===== src/rtl/pipe_pkg.sv =====
// Shared definitions for pipeline stage registers: skid-register states and
// payload field constants used when packing {PC, instr} stage buses.
package pipe_pkg;

  typedef enum logic [1:0] {
    EMPTY = 2'b00,
    HALF  = 2'b01,
    FULL  = 2'b11
  } skid_state_e;

  localparam int PC_W    = 32;
  localparam int INSTR_W = 32;
  localparam logic [INSTR_W-1:0] NOP_INSTR = 32'h0000_0000;

endpackage


===== src/rtl/pipe_skid_reg_sat_cnt.sv =====
// Saturating up-counter with asynchronous clear; holds at all-ones once reached.
module sat_cnt #(
  parameter int W = 32
) (
  input  logic         clk,
  input  logic         reset,
  input  logic         i_inc,
  output logic [W-1:0] o_cnt
);

  logic [W-1:0] r_cnt;

  always_ff @(posedge clk or posedge reset) begin
    if (reset) begin
      r_cnt <= '0;
    end else if (i_inc && (r_cnt != {W{1'b1}})) begin
      r_cnt <= r_cnt + {{(W-1){1'b0}}, 1'b1};
    end
  end

  assign o_cnt = r_cnt;

endmodule


===== src/rtl/pipe_skid_reg.sv =====
// Generic pipeline stage register with valid/ready handshake, two-entry skid
// buffer (registered in_ready), synchronous flush and occupancy output.
// Define PIPE_SKID_PERF_EN to add saturating stall_cnt / bubble_cnt outputs.
module pipe_skid_reg
  import pipe_pkg::*;
#(
  parameter int                DATA_W     = 64,
  parameter logic [DATA_W-1:0] BUBBLE_VAL = {DATA_W{1'b0}}
) (
  input  logic              clk,
  input  logic              reset,
  input  logic              flush,
  input  logic              in_valid,
  output logic              in_ready,
  input  logic [DATA_W-1:0] in_data,
  output logic              out_valid,
  input  logic              out_ready,
  output logic [DATA_W-1:0] out_data,
  output logic [1:0]        occupancy
`ifdef PIPE_SKID_PERF_EN
  ,
  output logic [31:0]       stall_cnt,
  output logic [31:0]       bubble_cnt
`endif
);

  skid_state_e       r_state, w_state_nxt;
  logic [DATA_W-1:0] r_main_d, r_skid_d;
  logic [DATA_W-1:0] w_main_d_nxt, w_skid_d_nxt;
  logic              w_acc, w_pop;

  // All handshake outputs decode straight from the state flops.
  assign out_valid = (r_state != EMPTY);
  assign in_ready  = (r_state != FULL);
  assign out_data  = r_main_d;
  assign occupancy = (r_state == FULL) ? 2'd2 :
                     (r_state == HALF) ? 2'd1 : 2'd0;

  assign w_acc = in_valid & in_ready;
  assign w_pop = out_valid & out_ready;

  always_comb begin
    w_state_nxt  = r_state;
    w_main_d_nxt = r_main_d;
    w_skid_d_nxt = r_skid_d;
    if (flush) begin
      w_state_nxt  = EMPTY;
      w_main_d_nxt = BUBBLE_VAL;
      w_skid_d_nxt = BUBBLE_VAL;
    end else begin
      case (r_state)
        EMPTY: begin
          if (w_acc) begin
            w_state_nxt  = HALF;
            w_main_d_nxt = in_data;
          end
        end
        HALF: begin
          if (w_acc && w_pop) begin
            w_main_d_nxt = in_data;
          end else if (w_acc) begin
            w_state_nxt  = FULL;
            w_skid_d_nxt = in_data;
          end else if (w_pop) begin
            w_state_nxt  = EMPTY;
            w_main_d_nxt = BUBBLE_VAL;
          end
        end
        FULL: begin
          // in_ready is low here, so only a pop can move the state.
          if (w_pop) begin
            w_state_nxt  = HALF;
            w_main_d_nxt = r_skid_d;
            w_skid_d_nxt = BUBBLE_VAL;
          end
        end
        default: begin
          w_state_nxt  = EMPTY;
          w_main_d_nxt = BUBBLE_VAL;
          w_skid_d_nxt = BUBBLE_VAL;
        end
      endcase
    end
  end

  always_ff @(posedge clk or posedge reset) begin
    if (reset) begin
      r_state  <= EMPTY;
      r_main_d <= BUBBLE_VAL;
      r_skid_d <= BUBBLE_VAL;
    end else begin
      r_state  <= w_state_nxt;
      r_main_d <= w_main_d_nxt;
      r_skid_d <= w_skid_d_nxt;
    end
  end

`ifdef PIPE_SKID_PERF_EN
  logic w_stall, w_bubble;

  assign w_stall  = out_valid & ~out_ready;
  assign w_bubble = ~out_valid;

  sat_cnt #(.W(32)) u_stall_cnt (
    .clk   (clk),
    .reset (reset),
    .i_inc (w_stall),
    .o_cnt (stall_cnt)
  );

  sat_cnt #(.W(32)) u_bubble_cnt (
    .clk   (clk),
    .reset (reset),
    .i_inc (w_bubble),
    .o_cnt (bubble_cnt)
  );
`endif

endmodule


===== config.mk =====
export PLATFORM = sky130hd
export DESIGN_NAME = pipe_skid_reg
export DESIGN_NICKNAME = d
export VERILOG_FILES = /design/src/rtl/pipe_pkg.sv /design/src/rtl/pipe_skid_reg_sat_cnt.sv /design/src/rtl/pipe_skid_reg.sv
export SDC_FILE = /design/constraint.sdc
export NUM_CORES = 1
export LEC_CHECK = 0
export ABC_AREA = 1
export BUFFER_PORTS_ARGS = -buffer_cell sky130_fd_sc_hd__buf_2
export CAP_MARGIN = 10
export CORE_MARGIN = 2
export CORE_UTILIZATION = 50
export CTS_BUF_LIST = sky130_fd_sc_hd__clkbuf_8
export CTS_CLUSTER_SIZE = 8
export DETAILED_ROUTE_END_ITERATION = 10
export GPL_TIMING_DRIVEN = 0
export HOLD_SLACK_MARGIN = 0.03
export PLACE_DENSITY = 0.75
export SLEW_MARGIN = 15
export SYNTH_ARGS = -nofsm -noshare
export SYNTH_HDL_FRONTEND = slang
export SYNTH_SLANG_ARGS = --single-unit

===== constraint.sdc =====
create_clock -name clk -period 7.8 [get_ports clk]
set_input_delay 1.56 -clock clk [delete_from_list [all_inputs] [get_ports clk]]
set_output_delay 1.56 -clock clk [all_outputs]
set_load 0.05 [all_outputs]

== Yosys cells after proc, flatten, opt, wreduce, memory -nomap -nowiden ==
Index checks and enable logic that the tools add are counted.
Word-level totals
  input bits: 69
  output and inout bits: 68
  logic and storage cells: 41
  register bits after elaboration: 130
Operators by class
  bitwise gates (word level): 2
  reduce and logical (&&, ||, !) cells: 6
  muxes and demuxes: 19
  eq/ne operators: 11
Operators with widths (count)
  $mux 64: 8
  $pmux 64 s3: 2
  $mux 2: 7
  $ne 3x3->1 const B: 4
  $reduce_and 4->1: 3
  $ne 4x3->1 const B: 2
  $pmux 2 s3: 1
  $ne 2x2->1 const B: 2
  $ne 4x4->1 const B: 1
  $and 1x1->1: 2
  $eq 2x1->1 const B: 1
  $eq 2x2->1 const B: 1
  $logic_not 2->1: 1
  $reduce_bool 2->1: 1
  $logic_and 1x1->1: 1
  $mux 1: 1

== Longest topological paths before layout ==
  depth after elaboration: 7
  gate-level depth with buffers: 12

== Least setup slack after synthesis ==
No wires, ideal clock.
  kind: flip-flop to output port
  start: register r_state[0]
  end: output port in_ready
  required time: 6.240 ns
  cell stages (with the launch flop): 3
  path slack: 5.094 ns
  data arrival time: 1.146 ns
  path through: dfrtp_1 > ha_1 > inv_2
Between the ends
  cells in the longest elaborated chain, start to end: 1
RTL lines
  start, declared: line pipe_skid_reg.sv:27  | skid_state_e r_state, w_state_nxt;
  start signal, assigned: line pipe_skid_reg.sv:92  | r_state <= w_state_nxt;
  $ne 2x2->1: line pipe_skid_reg.sv:34  | assign in_ready = (r_state != FULL);
  end, declared: line pipe_skid_reg.sv:14  | output logic in_ready,
No other way between the ends.

== Worst setup path after layout ==
  start: register r_state[1]
  end: output port out_valid
Between the ends
  cells in the longest elaborated chain, start to end: 1
RTL lines
  $reduce_bool 2->1: line pipe_skid_reg.sv:33  | assign out_valid = (r_state != EMPTY);
  end, declared: line pipe_skid_reg.sv:16  | output logic out_valid,
No other way between the ends.

==> impl_results.md <==
- Top Ports: 137
- Final Hold Fails: 0
- Worst Skew: 10.1 ps
- Synth Net Count: 1235
- HP Start: r_skid_d[30]
- Hold-fix buffer count after cts: 0
- Power per cell area: 347 nW/um^2
- Total die area: 16600 sq um
- Aggregate global routing overflow: 0
- Total power: 3.19 mW
- Seq/Total Area, Yosys: 41.7%
- Std-Cell Rows: 45
- Routed via count: 7883
- Core area: 15200 sq um
- Port Buffers: 136
- Horiz. Die Dim: 129 microns
- Crit path cell chain: inv_1 -> ha_1 -> inv_2 -> buf_2
- Path type of the worst min-delay path: flip-flop to flip-flop
- RSZ-0062 raised after global routing: no
- M2 GR Usage: 41.1%
- Post-CTS Setup Bufs: 0
- Slew HR: 65.8%
- Comb pwr share: 49.5%
- Crit path time final: 3150 ps
- Slew Limit Fails: 0
- Wirelength, routed: 21.5 mm
- Psw: 1.53 mW
- Least-Margin Pin Slew: 514 ps
- Setup CP Type: flip-flop to primary output
- First-pass GRT wire length: 34.8 mm
- Lkg Pwr: 5.24 nW
- Flop pwr share: 29.9%
- Vias in the first global route: 7087
- Cts bufs inserted: 17
- Most Used Layer, Global Route: met2
- Nets: 1391
- Post-CTS sizing: 0
- Routing usage on met3: 6.11%
- Syn avg cell area: 6.71 sq um
- Largest stage delay, worst path: 410 ps
- Initial Util: 51.3%
- Setup TNS Final: 0 ps
- Placer Congestion: 0.840
- Number of distinct library cells after synthesis: 21
- CTS Sinks: 130
- Seq cells post-synth: 130
- Initial antenna violation count: 1
- Outcome: finished, final reports clean
- Final HPWL DP: 14.8 mm
- Gate Count Post-Synth: 1162
- Gr usage total: 26.4%
- Max Fclk: 0.318 GHz
- Crit-path max FO: 4
- Detail Route Antenna Nets: 0
- Sw Ratio: 48.1%
- Layout cells sized above 1: 19.0%
- Post-DR wirelength/cell: 14.1 microns
- Antenna Diode Count: 0
- CP Launch Type: flip-flop
- Vias per cell: 5.19
- Crit path max-delay family: buffers and inverters
- Final setup fails: 0
- Worst-skew pair later-pin latency: 460 ps
- Clock transition at the registers of the reported paths: 80 ps
- Peak supply drop: 0.163 mV
- Crit path DAT: 1590 ps
- WP data required: 6240 ps
- Crit. End Element: primary output
- Area delta synth->final: 17.9%
- CP bufs+invs: 3
- Chip height: 129 microns
- Drt pass-1 iters: 5
- Clock power share: 20.6%
- Max_cap viols: 0
- YS warnings: 0
- CTS tree: done
- Critical path's slowest cell: dfrtp_1
- Worst Setup SP: r_state[1]
- Crit share post-route: 40.4%
- CTS Buffer Depth: 2
- Pin count of the biggest net entering global routing: 79
- Internal Pwr Total: 1.65 mW
- Synthesized cell area: 7800 sq um
- DRC viols: 0
- Met1 Resource Use GR: 36.4%
- RR Startpoint: r_state[1]
- Iter 0 DRT Violations: 676
- Root Buffer: clkbuf_8
- H-tree depth: 4
cell usage after synthesis, drive strengths merged:
master	number	area share (%)
nand2	588	28
dfrtp	130	42
ha	4	0.64
nand3	7	0.51
buf	74	5.2
nand4	65	5.2
a21oi	2	0.18
nor2	72	3.5
inv	75	3.6
or2	1	0.080
nand3b	64	6.2
clkbuf	16	0.82
o21ai	64	4.1
cell type report:
cell class | count | area, sq um
Multi-Input combinational cell | 867 | 3800
Fill cell | 1479 | 6000
Sequential cell | 130 | 3250
Clock inverter | 11 | 159
Tap cell | 188 | 235
Clock buffer | 21 | 289
Inverter | 75 | 287
Timing Repair Buffer | 137 | 708
Buffer | 90 | 470
cells by family after synthesis:
logic type | after synthesis | synth area share [%]
compound gates | 66 | 4.28
buf+inv | 165 | 9.64
simple gates | 797 | 43.7
flops | 130 | 41.7
fa+ha+maj | 4 | 0.641
worst reg2reg max path: stages, from the launching register on:
cell	delay [ps]
dfrtp_1	420
ha_1	280
nor2_1	360
nand3_1	230
buf_2	260
buf_2	220
nand4_1	110
nand2_1	70
worst paths after layout:
path	endpoint	slack (ps)	depth (start not counted)
max reg2reg	r_skid_d[55]	5730	7
min	r_skid_d[30]	480	2
min in group asynchronous	out_data[43]	1140	2
max in group asynchronous	r_skid_d[62]	5910	3
max	out_valid	4650	4
min reg2reg	r_skid_d[30]	480	2
layout by cell type, fill, tap and decap left out, types with 3 or more instances in the layout:
cell type    n
nand3b_1    64
clkbuf_1    13
clkbuf_2     3
o21ai_0     40
nor2_1      72
inv_2        4
nand2_1    587
buf_4        7
inv_1       72
o21ai_1     24
ha_1         4
nand4_1     65
buf_2      200
buf_6        3
dfrtp_1    130
bufinv_16    4
nand3_1      6
clkinv_2     3
clkbuf_8    21
state kept, by name, summed over array words and instances, names as in the netlist:
register and cells:
r_skid_d 64, r_state 2, out_data 64
routing by layer:
layer | wire length [microns] | up-vias
met5 | 8 | -
met4 | 457 | 2
met3 | 1230 | 37
met2 | 9900 | 231
met1 | 9900 | 3659
li1 | - | 3954
through the flow:
step	instance area, sq um	utilization, %	instances	worst slack (ps)	hold WS, ps
after global placement	8720	57.3	1486	1200	453
after CTS	9200	60.5	1519	4650	475
final	9200	60.5	1519	4650	475
after global routing	9200	60.5	1519	4570	487
after floorplan	7800	-	1162	2770	442
after detailed placement	8750	57.6	1487	4840	458
power by group through the flow:
| stage | clock, mW | combinational [mW] | sequential (mW) |
|---|---|---|---|
| finish | 0.657 | 1.58 | 0.953 |
| global route | 0.691 | 1.73 | 0.974 |
| CTS | 0.657 | 1.58 | 0.952 |
| detailed placement | 0 | 1.57 | 0.963 |
| global placement | 0 | 1.55 | 0.959 |
| floorplan | 0 | 0.786 | 1.35 |
(Power assumes the default switching activity.)
